--- config.mk ---
export PLATFORM = sky130hd
export DESIGN_NAME = parking_management_flat
export DESIGN_NICKNAME = d
export VERILOG_FILES = /design/src/rtl/parking_management_if.sv /design/src/rtl/parking_management.sv /design/src/flat_wrapper.sv
export SDC_FILE = /design/constraint.sdc
export NUM_CORES = 1
export LEC_CHECK = 0
export CAP_MARGIN = 0
export CORE_UTILIZATION = 39
export DETAILED_ROUTE_END_ITERATION = 8
export HOLD_SLACK_MARGIN = 0.08
export SETUP_SLACK_MARGIN = 0.02
export SYNTH_ARGS = -nofsm -noshare
export SYNTH_HDL_FRONTEND = slang
export SYNTH_SLANG_ARGS = --single-unit
--- constraint.sdc ---
create_clock -name clk -period 4.3 [get_ports clk]
set_input_delay 0.645 -clock clk [delete_from_list [all_inputs] [get_ports clk]]
set_output_delay 0.645 -clock clk [all_outputs]
set_load 0.02 [all_outputs]
--- src/rtl/parking_management_if.sv ---
// ---------------------------------------------------------------------------
// parking_management_if
// Bundles the gate requests, the hour of day and the occupancy/vacancy
// reporting of the car park tracker.
//   master : gate/display side; drives the requests and current_hour and reads
//            the reports.
//   slave  : the tracker; reads the requests and drives the reports.
// Signals:
//   car_entered / is_uni_car_entered : entry request and car class (1 = uni)
//   car_exited  / is_uni_car_exited  : exit request and car class (1 = uni)
//   current_hour [4:0]               : hour of day, 0..23
//   uni_parked_car, parked_car [9:0] : cars parked per section
//   uni_vacated_space, vacated_space : free spaces per section
//   uni_is_vacated_space, is_vacated_space : free-space flags
// ---------------------------------------------------------------------------
interface parking_management_if;
    logic       car_entered;
    logic       is_uni_car_entered;
    logic       car_exited;
    logic       is_uni_car_exited;
    logic [4:0] current_hour;
    logic [9:0] uni_parked_car;
    logic [9:0] parked_car;
    logic [9:0] vacated_space;
    logic [9:0] uni_vacated_space;
    logic       uni_is_vacated_space;
    logic       is_vacated_space;

    modport master (
        output car_entered, is_uni_car_entered, car_exited, is_uni_car_exited,
        output current_hour,
        input  uni_parked_car, parked_car, vacated_space, uni_vacated_space,
        input  uni_is_vacated_space, is_vacated_space
    );

    modport slave (
        input  car_entered, is_uni_car_entered, car_exited, is_uni_car_exited,
        input  current_hour,
        output uni_parked_car, parked_car, vacated_space, uni_vacated_space,
        output uni_is_vacated_space, is_vacated_space
    );
endinterface

--- src/rtl/parking_management.sv ---
// ---------------------------------------------------------------------------
// parking_management
// Occupancy tracker for a car park split into a university section and a
// general section. The university capacity follows the hour of day; the
// general section gets whatever remains of TOTAL_CAPACITY.
// Ports:
//   clk   : rising-edge clock
//   reset : asynchronous, active-low; clears both counters
//   bus   : parking_management_if.slave (requests, hour, reports)
// The two counters are the only state; every report is combinational from
// the counters and current_hour.
// Optional feature (macro PARKING_UNI_OVERFLOW_EN): university cars that find
// the university section full spill into the general section, and a
// university exit with no university car parked is taken from the general
// count instead.
// ---------------------------------------------------------------------------
module parking_management #(
    parameter int unsigned TOTAL_CAPACITY     = 700,
    parameter int unsigned UNI_DAY_CAPACITY   = 500,
    parameter int unsigned UNI_NIGHT_CAPACITY = 200,
    parameter int unsigned UNI_STEP           = 50
) (
    input  logic                 clk,
    input  logic                 reset,
    parking_management_if.slave  bus
);

    // University capacity for a given hour; hours 24..31 fall to night.
    function automatic logic [9:0] uni_cap_f(input logic [4:0] hour);
        logic [9:0] cap_v;
        case (hour)
            5'd8, 5'd9, 5'd10, 5'd11, 5'd12:
                cap_v = 10'(UNI_DAY_CAPACITY);
            5'd13:   cap_v = 10'(UNI_DAY_CAPACITY - UNI_STEP * 32'd1);
            5'd14:   cap_v = 10'(UNI_DAY_CAPACITY - UNI_STEP * 32'd2);
            5'd15:   cap_v = 10'(UNI_DAY_CAPACITY - UNI_STEP * 32'd3);
            default: cap_v = 10'(UNI_NIGHT_CAPACITY);
        endcase
        return cap_v;
    endfunction

    // Free spaces, saturating at zero when capacity shrank below the count.
    function automatic logic [9:0] vacancy_f(input logic [9:0] cap,
                                             input logic [9:0] count);
        logic [9:0] vac_v;
        if (count < cap) begin
            vac_v = cap - count;
        end else begin
            vac_v = 10'd0;
        end
        return vac_v;
    endfunction

    // Apply one optional increment and one optional decrement together.
    function automatic logic [9:0] step_f(input logic [9:0] count,
                                          input logic inc,
                                          input logic dec);
        logic [9:0] next_v;
        case ({inc, dec})
            2'b10:   next_v = count + 10'd1;
            2'b01:   next_v = count - 10'd1;
            default: next_v = count;
        endcase
        return next_v;
    endfunction

    logic [9:0] uni_count_r;
    logic [9:0] gen_count_r;
    logic [9:0] uni_cap_s;
    logic [9:0] gen_cap_s;
    logic [9:0] uni_vac_s;
    logic [9:0] gen_vac_s;
    logic       uni_inc_s;
    logic       uni_dec_s;
    logic       gen_inc_s;
    logic       gen_dec_s;
    logic [9:0] uni_next_s;
    logic [9:0] gen_next_s;

    assign uni_cap_s = uni_cap_f(bus.current_hour);
    assign gen_cap_s = 10'(TOTAL_CAPACITY) - uni_cap_s;
    assign uni_vac_s = vacancy_f(uni_cap_s, uni_count_r);
    assign gen_vac_s = vacancy_f(gen_cap_s, gen_count_r);

    // Decide acceptance of this cycle's entry request from pre-edge vacancy.
    always_comb begin
        uni_inc_s = 1'b0;
        gen_inc_s = 1'b0;
        if (bus.car_entered) begin
            if (bus.is_uni_car_entered) begin
                if (uni_vac_s != 10'd0) begin
                    uni_inc_s = 1'b1;
                end else begin
`ifdef PARKING_UNI_OVERFLOW_EN
                    gen_inc_s = (gen_vac_s != 10'd0);
`else
                    gen_inc_s = 1'b0;
`endif
                end
            end else begin
                gen_inc_s = (gen_vac_s != 10'd0);
            end
        end else begin
            uni_inc_s = 1'b0;
            gen_inc_s = 1'b0;
        end
    end

    // Decide acceptance of this cycle's exit request; counters never underflow.
    always_comb begin
        uni_dec_s = 1'b0;
        gen_dec_s = 1'b0;
        if (bus.car_exited) begin
            if (bus.is_uni_car_exited) begin
                if (uni_count_r != 10'd0) begin
                    uni_dec_s = 1'b1;
                end else begin
`ifdef PARKING_UNI_OVERFLOW_EN
                    gen_dec_s = (gen_count_r != 10'd0);
`else
                    gen_dec_s = 1'b0;
`endif
                end
            end else begin
                gen_dec_s = (gen_count_r != 10'd0);
            end
        end else begin
            uni_dec_s = 1'b0;
            gen_dec_s = 1'b0;
        end
    end

    assign uni_next_s = step_f(uni_count_r, uni_inc_s, uni_dec_s);
    assign gen_next_s = step_f(gen_count_r, gen_inc_s, gen_dec_s);

    // Occupancy counters, cleared immediately by the asynchronous reset.
    always_ff @(posedge clk or negedge reset) begin
        if (!reset) begin
            uni_count_r <= 10'd0;
            gen_count_r <= 10'd0;
        end else begin
            uni_count_r <= uni_next_s;
            gen_count_r <= gen_next_s;
        end
    end

    assign bus.uni_parked_car       = uni_count_r;
    assign bus.parked_car           = gen_count_r;
    assign bus.uni_vacated_space    = uni_vac_s;
    assign bus.vacated_space        = gen_vac_s;
    assign bus.uni_is_vacated_space = (uni_vac_s != 10'd0);
    assign bus.is_vacated_space     = (gen_vac_s != 10'd0);

endmodule

--- src/flat_wrapper.sv ---
// flat-port wrapper written by rule: the top's interface ports become plain ports
module parking_management_flat 
#(
    parameter int unsigned TOTAL_CAPACITY     = 700,
    parameter int unsigned UNI_DAY_CAPACITY   = 500,
    parameter int unsigned UNI_NIGHT_CAPACITY = 200,
    parameter int unsigned UNI_STEP           = 50
)
  (clk, reset, bus_car_entered, bus_is_uni_car_entered, bus_car_exited, bus_is_uni_car_exited, bus_current_hour, bus_uni_parked_car, bus_parked_car, bus_vacated_space, bus_uni_vacated_space, bus_uni_is_vacated_space, bus_is_vacated_space);
  parking_management_if bus_i ();
  input  logic clk;
  input  logic reset;
  input wire logic [$bits(bus_i.car_entered)-1:0] bus_car_entered;
  input wire logic [$bits(bus_i.is_uni_car_entered)-1:0] bus_is_uni_car_entered;
  input wire logic [$bits(bus_i.car_exited)-1:0] bus_car_exited;
  input wire logic [$bits(bus_i.is_uni_car_exited)-1:0] bus_is_uni_car_exited;
  input wire logic [$bits(bus_i.current_hour)-1:0] bus_current_hour;
  output wire logic [$bits(bus_i.uni_parked_car)-1:0] bus_uni_parked_car;
  output wire logic [$bits(bus_i.parked_car)-1:0] bus_parked_car;
  output wire logic [$bits(bus_i.vacated_space)-1:0] bus_vacated_space;
  output wire logic [$bits(bus_i.uni_vacated_space)-1:0] bus_uni_vacated_space;
  output wire logic [$bits(bus_i.uni_is_vacated_space)-1:0] bus_uni_is_vacated_space;
  output wire logic [$bits(bus_i.is_vacated_space)-1:0] bus_is_vacated_space;
  assign bus_i.car_entered = bus_car_entered;
  assign bus_i.is_uni_car_entered = bus_is_uni_car_entered;
  assign bus_i.car_exited = bus_car_exited;
  assign bus_i.is_uni_car_exited = bus_is_uni_car_exited;
  assign bus_i.current_hour = bus_current_hour;
  assign bus_uni_parked_car = bus_i.uni_parked_car;
  assign bus_parked_car = bus_i.parked_car;
  assign bus_vacated_space = bus_i.vacated_space;
  assign bus_uni_vacated_space = bus_i.uni_vacated_space;
  assign bus_uni_is_vacated_space = bus_i.uni_is_vacated_space;
  assign bus_is_vacated_space = bus_i.is_vacated_space;
  parking_management #(.TOTAL_CAPACITY(TOTAL_CAPACITY), .UNI_DAY_CAPACITY(UNI_DAY_CAPACITY), .UNI_NIGHT_CAPACITY(UNI_NIGHT_CAPACITY), .UNI_STEP(UNI_STEP)) u_core (.clk(clk), .reset(reset), .bus(bus_i));
endmodule
==> results by stage, run 1 <==
Outcome:
- The run finished, with violations left.
- The checks that failed: setup timing.

GRT:
- The pin count of the biggest net entering global routing is 21.
- The initial antenna violation count is 0.
- The global-route wire length before repair is 15.7 mm.
- The via count of the first global-routing pass is 3406.
- The overall fraction of global-route tracks in use is 25.6%.
- The global-route congestion overflow total is 0.

Floorplanning:
- The overall die width is 87.9 um.
- The floorplan has 30 rows.
- The die area is 7720 um2.
- Pin placement for this block handled 53 I/O pins.
- The region available for standard cell placement spans 6940 um2.
- The effective utilization at floorplan is 41.4%.
- The height of the die is 87.9 um.

Power:
- The largest voltage drop on the vdd net is 407 uV.
- The power density over the cells is 796 nW/um2.
- The leakage power total is 0.00239 uW.

Setup path:
- In this design, the stage delay of the slowest critical-path cell is 0.52 ns.
- The most repeated library cell on the critical path is sky130_fd_sc_hd__ha_4.
- The capturing element of the worst setup path is u_core.bus.parked_car[9].
- The type of the setup path with the least slack is input pin to flop.
- The cell type of the slowest stage on the worst timing path is sky130_fd_sc_hd__or4_1.
- The worst register-to-register path begins at u_core.bus.parked_car[2].
- The endpoint identified for the worst register-to-register timing path is u_core.bus.parked_car[9].
- The number of cell instances on the worst register-to-register path is 18.
- In this run the worst setup path begins at bus_current_hour[1].
- The worst setup path is captured at a flop.
- The launching element type of the critical path is an input pin.
- Of all nets on the critical path, the largest fanout is 6.
- At the worst endpoint, the required time is 4.45 ns.
- The endpoint arrival time on the critical path is 4.90 ns.
- Setup slack on the worst reg-to-reg path comes out at 0.27 ns.

STA:
- The minimum setup slack in the final design is -0.452 ns.
- The final count of hold timing violations is 0.
- The number of setup violations in the final report is 8.
- Setup repair after global routing could not meet its margin everywhere.
- Across the routed clock network, the largest skew measured is 0.00339 ns.
- The transition at the pin with the smallest max-transition slack is 0.975 ns.
- After routing, the total negative slack on setup checks comes to -1.80 ns.
- The final max-slew violation count is 0.
- Based on the critical path, the design can be clocked at up to 210 MHz.
- Measured against its own limit, the worst slew margin works out to 34.8%.
- The fraction of the cycle the final worst path needs is 111%.
- The final period demand of the worst path is 4.75 ns.

Detailed routing:
- The first detailed-routing pass ran for 4 iterations.
- The number of nets with antenna violations after routing is 0.
- In the routed layout, each cell is associated on average with a via count of 5.22.
- For this block, the via count after detailed routing is 3495.
- In the final routed layout, each cell accounts on average for 15.0 um.
- For this run, design rule violations remaining after detail routing come to 0.
- The routed design has 10.0 mm of wire.
- In this run, the number of DRC markers left after iteration 0 of detailed routing was 134.

Clock tree:
- Counting every sink on the clock net gives 20.
- The buffer depth of the longest clock path is 2.
- Clock tree synthesis inserted a total of 3 buffers.
- In this run the number of H-tree levels came out at 1.
- The clock reaches the later pin of the worst-skew pair after 0.26 ns.
- The CTS clock-pin slew for the worst setup and hold paths is 0.08 ns.
- In this run the clock root is driven by a sky130_fd_sc_hd__clkbuf_8.
- TritonCTS built the clock tree.

Worst hold path:
- The type of the most critical hold path is flop to flop.

Place:
- Detailed placement ended at an HPWL of 7.33 mm.
- Port buffering added 52 buffers.
- The number of cells in the design after placement is 638.
- The pre-CTS worst setup slack is -1.25 ns.
- The final estimated routing congestion in global placement is 0.905.

Synth:
- The post-synthesis instance area is 2880 um2.
- In the synthesized netlist the async set-or-reset flop fraction comes to 100%.
- The portion of the post-synthesis area used by sequential elements is 17.4%.
- The average instance in the mapped netlist occupies 7.61 um2.
- After synthesis, the cell types taking the most area are sky130_fd_sc_hd__ha_1, sky130_fd_sc_hd__dfrtp_1, sky130_fd_sc_hd__o21ai_0.
- The number of synthesized flops with an enable pin is 0.
- The post-synthesis register bit count is 20.
- The most used flip-flop cell after synthesis is sky130_fd_sc_hd__dfrtp_1.
- The cell taking the most area after synthesis is sky130_fd_sc_hd__ha_1.
- The area share of the leading cell type in the synthesized netlist is 18.3%.
- During synthesis, Yosys emitted a total of 0 warnings.
- The unique cell type count in the Yosys netlist is 49.
- After technology mapping, the gate count stands at 378.
- The net count after synthesis is 435.

Layout:
- The number of antenna diodes in the final layout is 0.
- In the final layout, the share of cells above drive strength 1 is 42.5%.
- The post-layout net count is 632.
- The count of placed standard cells in the final layout, fillers left out is 670.
- Relative to the synthesized area, the layout overhead comes to 81.9%.
- The library cell used most frequently in the layout, excluding fill and tap cells, is sky130_fd_sc_hd__buf_4.
- Leaving out fill and tap cells, the most frequent cells in the layout are sky130_fd_sc_hd__buf_4, sky130_fd_sc_hd__clkdlybuf4s50_1, sky130_fd_sc_hd__nand2_1, sky130_fd_sc_hd__nor2_1, sky130_fd_sc_hd__inv_1.

Run:
- Max-cap violations in this run came to 0.
## synth_stat cells (2+ instances only)
cell type / count
sky130_fd_sc_hd__o31ai_1: 6
sky130_fd_sc_hd__nor4_1: 6
sky130_fd_sc_hd__a311o_1: 2
sky130_fd_sc_hd__dfrtp_1: 20
sky130_fd_sc_hd__o21a_1: 6
sky130_fd_sc_hd__o21ai_0: 34
sky130_fd_sc_hd__a2111oi_2: 2
sky130_fd_sc_hd__a21oi_1: 24
sky130_fd_sc_hd__nor3_1: 10
sky130_fd_sc_hd__clkbuf_1: 5
sky130_fd_sc_hd__buf_2: 2
sky130_fd_sc_hd__fa_1: 4
sky130_fd_sc_hd__nand3_1: 3
sky130_fd_sc_hd__o211ai_1: 2
sky130_fd_sc_hd__nand4_1: 5
sky130_fd_sc_hd__nor2_1: 34
sky130_fd_sc_hd__o21ai_1: 2
sky130_fd_sc_hd__a41oi_1: 2
sky130_fd_sc_hd__xnor2_1: 12
sky130_fd_sc_hd__nand2b_1: 6
sky130_fd_sc_hd__nor2b_1: 7
sky130_fd_sc_hd__inv_1: 37
sky130_fd_sc_hd__or4_1: 3
sky130_fd_sc_hd__nand2_1: 35
sky130_fd_sc_hd__a31oi_1: 7
sky130_fd_sc_hd__ha_1: 42
sky130_fd_sc_hd__and3_1: 5
sky130_fd_sc_hd__a21boi_0: 4
sky130_fd_sc_hd__o21bai_1: 4
sky130_fd_sc_hd__o2111ai_1: 2
sky130_fd_sc_hd__xor2_1: 14
sky130_fd_sc_hd__a211oi_1: 9
sky130_fd_sc_hd__a21o_1: 6
## through the flow
stage          power [uW]  hold WS (ns)  util, %  cell area [um2]
2_1_floorplan        1980         0.349        -             3040
3_3_place_gp         3430         0.531     65.4             4540
3_5_place_dp         3470         0.550     65.4             4540
4_1_cts              3880         0.566     72.0             5000
5_1_grt              4470         0.573     75.4             5230
6_report             4170         0.559     75.4             5230
## registers in the layout, summed over array words and instances (netlist names)
name	flops
u_core.bus.parked_car	10
u_core.bus.uni_parked_car	10
## layout make-up
cell class	instances	area, um2
timing repair buffer	200	1650
clock inverter	1	30.0
fill	482	1710
inverter	37	154
multi-input combinational	313	2740
sequential	20	500
clock buffer	3	41.3
tap	96	120
## timing repair
| item | CTS | global route |
|---|---|---|
| pin swaps | 46 | 38 |
| setup buffers | 20 | 9 |
| resized for setup | 89 | 58 |
| gates cloned | 0 | 0 |
| endpoints found under the setup margin | 38 | 36 |
| hold buffers | 0 | 0 |
## logic make-up (layout without fill, tap and decap cells)
kind of cell             Yosys count  in the layout  synth area share, %
AND/OR/NAND/NOR                  120            120                 20.3
AO/OA/AOI/OAI                    119            119                 26.9
adder cells (fa/ha/maj)           46             46                 21.1
flip-flops                        20             20                 17.4
multiplexers                       1              1                0.348
buffers and inverters             45            241                 6.00
XOR/XNOR                          26             26                 7.92
other                              1              1                0.130
## power breakdown
part,internal [uW],switching (uW)
Combinational,1860,1720
Clock,124,70.7
Sequential,278,111
Total,2260,1900
## per-layer routing
| layer | up-vias | share of wire, % | global-route usage, % |
|---|---|---|---|
| li1 | 1753 | - | - |
| met2 | 70 | 50 | 44.7 |
| met4 | 0 | 0.61 | 3.87 |
| met1 | 1666 | 47 | 35.4 |
| met3 | 6 | 3.0 | 1.51 |
| met5 | - | 0 | 0 |
## worst max-delay path: cells and delay by family
family / cells / cell delay (ns)
buffers and inverters: 4 / 0.36
XOR/XNOR: 1 / 0.17
AND/OR/NAND/NOR: 6 / 1.49
adder cells (fa/ha/maj): 5 / 1.05
AO/OA/AOI/OAI: 9 / 1.17
## how the worst min path moves through the flow
stage	start	endpoint	slack (ns)	cells past startpoint
2_1_floorplan	reset	u_core.bus.parked_car[0]	0.35	0
3_3_place_gp	u_core.bus.parked_car[9]	u_core.bus.parked_car[9]	0.53	1
3_5_place_dp	u_core.bus.parked_car[9]	u_core.bus.parked_car[9]	0.55	1
4_1_cts	u_core.bus.parked_car[9]	u_core.bus.parked_car[9]	0.57	1
5_1_grt	u_core.bus.parked_car[9]	u_core.bus.parked_car[9]	0.57	1
6_report	u_core.bus.parked_car[9]	u_core.bus.parked_car[9]	0.56	1
No activity file was read; power rests on OpenSTA's default activity.
==> run 2, diff against run 1 <==
CTS_CLUSTER_DIAMETER = 40   (was not set)
GPL_ROUTABILITY_DRIVEN = 0   (was not set)
==> results of run 2 <==
Same layout as run 1: the final DEF is identical, and so are final timing and power.
==> RTL edit 1: new RTL, settings of run 1 <==
Make the reset (`reset`) synchronous in one clocked block. Comments in the files are not updated.
--- a/src/rtl/parking_management.sv
+++ b/src/rtl/parking_management.sv
@@ -135,5 +135,5 @@
 
     // Occupancy counters, cleared immediately by the asynchronous reset.
-    always_ff @(posedge clk or negedge reset) begin
+    always_ff @(posedge clk) begin
         if (!reset) begin
             uni_count_r <= 10'd0;
Check against the original RTL: differs if reset is asserted again (counterexample within 4 cycles, from zero or initial values and one cycle with reset low); with reset held inactive, the same outputs for 10 cycles.
==> RTL edit 1 against run 1 <==
  * The run still ends with negative setup slack left
  * Global-route usage is 2.3 points lower
  * Routed wire length is 7.0% higher
  * Area after synthesis is 5.0% higher
  * Register-to-register slack worse by 80 ps
  * Final area is 5.5% higher
  * Die area is 4.9% higher
  * Count of clock-buffer cells in the layout is 1 higher
  * Utilization is 0.46 points lower
  * Sequential cell count stayed put
  * Setup slack better by 150 ps
  * First-iteration DRC count is 29% higher
  * Critical endpoint is now u_core.bus.parked_car[7]
  * Largest cell class unchanged
Power is not compared: it rests on default switching activity, and its combinational part moved more than twofold at a synthesized area within 25%.
==> RTL edit 1: results (changes against run 1) <==
status=finished, violations left; number of global-route vias before repair=3446 (+1.2%); worst vdd ir=0.000190 V; Seq. pwr=0.000254 W; failing checks=negative setup slack; share of cells above drive strength 1=0.440 (+0.0150); Setup-failing EPs final=9 (+1); Max-slew headroom=0.331 (-0.0173); Syn Inst Count=401 (+6.1%); gpl congestion=0.896 (-1.0%); unique cell type count in the Yosys netlist=57 (+16%); top cells by area in the synthesized netlist=ha_1 17%, dfxtp_1 13%, xnor2_1 4.9%, o21ai_0 4.3%, inv_1 4.0%; CTS buffer count=3 (unchanged); setup TNS=-1680 ps (+118 ps); ys async rst share=0 (-1.00); GR Util All Layers=0.233 (-0.0234); post-CTS setup buffer count=18 (-10%); Critical Path Fanout Max=8 (+2); half-perimeter wire length of the detailed placement result=7180 um (-2.2%); Ys Warns=0 (unchanged); number of DRC markers in iteration 0=173 (+29%); Gates resized, CTS repair=73 (-18%); Port Buffers=52 (unchanged); hold crit path type=reg2reg; Pleak=2.42 nW; largest net degree at the start of global routing=33 (+57%); Clk Latency, worst-skew pair=270 ps; Vias/cell=5.27 (+1.0%); ant diodes=0 (unchanged); Worst-path clk slew=90 ps; critical path's top delay family=compound AO/OA/AOI/OAI gates; P_comb=0.00175 W; nets=651 (+3.0%); Clock Tree Root=clkbuf_8; post-synthesis net count=458 (+5.3%); CP arrival=4810 ps (-90 ps); initial antenna violation count=0 (unchanged); max incr delay on CP=380 ps (-140 ps); first-pass GRT wire length=15900 um (+0.96%); sequential area share after synthesis=0.133 (-0.0415); Pint=0.00122 W; clk_skew=4.20 ps (+0.802 ps); H-tree levels=1 (unchanged); wire per inst=15.5 um (+3.6%); final cell count without fillers=692 (+3.3%); Bufs on Longest Clock Path=2 (unchanged); pre-CTS setup slack=-976 ps (+275 ps); slowest stage cell, crit path=or3_1; setup slack after layout=-299 ps (+152 ps); Synth Flop Type=dfxtp_1; most frequent cells after synthesis=42 x ha_1, 32 x inv_1, 31 x nor2_1, 30 x nand2_1, 26 x o21ai_0; Top pwr grp=combinational logic; DRT Pass-1 Iters=5 (+1)
## RTL edit 1: metrics by stage
step                      instance area, um2  total power [W]  hold WS (ps)
final                                   5520          0.00215           518
after CTS                               5050          0.00198           503
after floorplan                         3160          0.00107           545
after global placement                  4570          0.00168           472
after detailed placement                4570          0.00170           495
after global routing                    5520          0.00231           540
## RTL edit 1: kinds of logic (layout without fill, tap and decap cells)
logic type,Yosys count,count (layout),synth area share
other,1,1,0.00124
buffers and inverters,45,237,0.0617
multiplexers,5,5,0.0182
AO/OA/AOI/OAI,103,103,0.230
XOR/XNOR,28,28,0.0812
flip-flops,20,20,0.133
AND/OR/NAND/NOR,153,153,0.275
adder cells (fa/ha/maj),46,46,0.200
## RTL edit 1: path summary, 6_finish.rpt
check / startpoint / endpoint / slack, ps / depth (start not counted)
max reg2reg: u_core.bus.uni_parked_car[1] / u_core.bus.uni_parked_car[8] / 190 / 17
min: u_core.bus.parked_car[9] / u_core.bus.parked_car[9] / 520 / 2
max: bus_current_hour[1] / u_core.bus.parked_car[7] / -300 / 24
min reg2reg: u_core.bus.parked_car[9] / u_core.bus.parked_car[9] / 520 / 2
## RTL edit 1: final cells by class
cell class              count  area (um2)
clock buffers               4        55.1
fillers                   525        1850
inverters                  32         130
multi-input cells         336        3090
flip-flops and latches     20         400
well taps                  99         124
repair buffers            201        1720
## RTL edit 1: layer usage
| layer | vias to the layer above | wire length [um] | share of wire | GRT usage |
|---|---|---|---|---|
| met5 | - | 0 | 0 | 0 |
| met4 | 0 | 185 | 0.017 | 0.0605 |
| met3 | 18 | 476 | 0.044 | 0.0102 |
| met2 | 113 | 5340 | 0.50 | 0.414 |
| met1 | 1713 | 4750 | 0.44 | 0.306 |
| li1 | 1802 | - | - | - |
==> RTL edit 2: new RTL, flow settings as in run 1 <==
Without the edit above. Build with the macro `PARKING_UNI_OVERFLOW_EN` defined.
--- a/src/rtl/parking_management.sv
+++ b/src/rtl/parking_management.sv
@@ -15,4 +15,6 @@
 // count instead.
 // ---------------------------------------------------------------------------
+`define PARKING_UNI_OVERFLOW_EN
+
 module parking_management #(
     parameter int unsigned TOTAL_CAPACITY     = 700,
Check against the original RTL: not equivalent (a bounded check fails within 4 cycles, from zero or initial values and one cycle with reset low).
==> RTL edit 2 against run 1 <==
  * Global-route usage shrank 2.1 points
  * Utilization fell by 2.3 points
  * Via count fell by 9.0%
  * Count of clock-buffer cells in the layout is 1 higher
  * Area after synthesis fell by 3.6%
  * Setup slack better by 87 ps
  * Critical endpoint is now u_core.bus.parked_car[8]
  * Routed wire length down 12%
  * Die area decreased by 3.5%
  * Largest cell class unchanged
  * Final area down 4.6%
  * Sequential cell count unchanged
  * The flow still finishes with violations (negative setup slack)
  * Register-to-register slack worse by 170 ps
  * Power increased by 0.74%
  * Largest power group unchanged
==> RTL edit 2: results (changes against run 1) <==
most frequent cells after synthesis=42 x ha_1, 38 x inv_1, 35 x nor2_1, 32 x nand2_1, 26 x o21ai_0; half-perimeter wire length of the detailed placement result=6670 um (-9.1%); Setup-failing EPs final=5 (-3); top cells by area in the synthesized netlist=ha_1 19%, dfrtp_1 18%, xnor2_1 5.4%, inv_1 5.1%, nor2_1 4.7%; syn_area_per_cell=7.68 um2 (+0.93%); setup slack after layout=-364 ps (+87.5 ps); FILL cells=535 (+11%); number of global-route vias before repair=3083 (-9.5%); Critical R2R Capture=u_core.bus.parked_car[8]; worst vdd ir=0.000403 V (-1.0%); Pleak=2.35 nW (-1.5%); status=finished, violations left; Post-DP Area=0.00433 mm2 (-4.7%); measured slew at the worst slew-check pin=983 ps (+8.42 ps); post-synthesis net count=418 (-3.9%); GR Util All Layers=0.235 (-0.0213); Vias/cell=4.97 (-4.8%); beginning of the critical path=bus_current_hour[4]; failing checks=negative setup slack; gpl congestion=0.876 (-3.2%); Routed Wire Length=8830 um (-12%); Vias=3179 (-9.0%); R2R cell count=19 (+1); nets=602 (-4.7%); r2r startpoint=u_core.bus.uni_parked_car[4]; unique cell type count in the Yosys netlist=42 (-14%); first-pass GRT wire length=14200 um (-9.6%)
RTL edit 2: changes by cell type in the layout (fill, tap and decap cells not counted), sizes merged, moves of 5 or more:
cell,delta
a211oi,-7
o21ai,-10
dlymetal6s2s,+7
dlygate4sd2,-5
buf,-16
xnor2,+5
nand3,+9
a31oi,-5
o21a,-6
RTL edit 2: metrics by stage:
stage	hold slack (ps)	power, W	worst slack, ps	util	setup TNS, ps
final	537	0.00420	-364	0.731	-1040
after CTS	539	0.00394	-313	0.687	-1000
after global placement	523	0.00349	-953	0.633	-14190
after floorplan	349	0.00209	-270	-	-674
after detailed placement	522	0.00354	-1070	0.633	-17030
after global routing	571	0.00452	-632	0.731	-2860
RTL edit 2: how the worst min path moves through the flow:
stage          slack, ps                           end                         start  depth (start not counted)
3_3_place_gp         520  u_core.bus.uni_parked_car[6]  u_core.bus.uni_parked_car[6]                          2
5_1_grt              570  u_core.bus.uni_parked_car[6]  u_core.bus.uni_parked_car[6]                          2
6_report             540  u_core.bus.uni_parked_car[6]  u_core.bus.uni_parked_car[6]                          2
4_1_cts              540  u_core.bus.uni_parked_car[6]  u_core.bus.uni_parked_car[6]                          2
2_1_floorplan        350      u_core.bus.parked_car[0]                         reset                          0
3_5_place_dp         520  u_core.bus.uni_parked_car[6]  u_core.bus.uni_parked_car[6]                          2
RTL edit 2: tightest hold or removal path: stages (launching register included):
cell	delay [ps]
dfrtp_1	390
nand2_1	60
o31ai_1	50
RTL edit 2: what timing repair did:
item / 4_1_cts / 5_1_grt
resized for setup: 60 / 50
pin swaps: 47 / 40
setup endpoints to repair: 38 / 21
endpoints found under the hold margin: 0 / 0
hold buffers: 0 / 0
setup buffers: 20 / 13
RTL edit 2: cell families (layout without fill, tap and decap cells):
| kind of cell | count (synthesis) | after routing | synth area share |
|---|---|---|---|
| fa+ha+maj | 46 | 46 | 0.218 |
| other cells | 1 | 1 | 0.00135 |
| xor+xnor | 32 | 32 | 0.104 |
| buf+inv | 46 | 229 | 0.0623 |
| compound gates | 91 | 91 | 0.213 |
| simple gates | 125 | 125 | 0.221 |
| flops | 20 | 20 | 0.181 |
RTL edit 2: metal layers:
metal	up-vias	routed length [um]	GRT usage
met3	11	108	0.00571
met5	-	0	0
met2	30	4270	0.400
met1	1498	4340	0.332
li1	1640	-	-
met4	0	113	0.0545
RTL edit 2: report_power, final:
group          switching, W  total [W]  internal (W)
sequential         0.000124   0.000408      0.000284
clock             0.0000676   0.000149     0.0000817
combinational       0.00171    0.00364       0.00193
total               0.00191    0.00420       0.00229
RTL edit 2: area by class of cell:
cell class                 count  area share
multi-input combinational    295       0.519
timing repair buffer         186       0.315
tap                           96      0.0241
sequential                    20       0.100
clock buffer                   4      0.0110
inverter                      39      0.0313
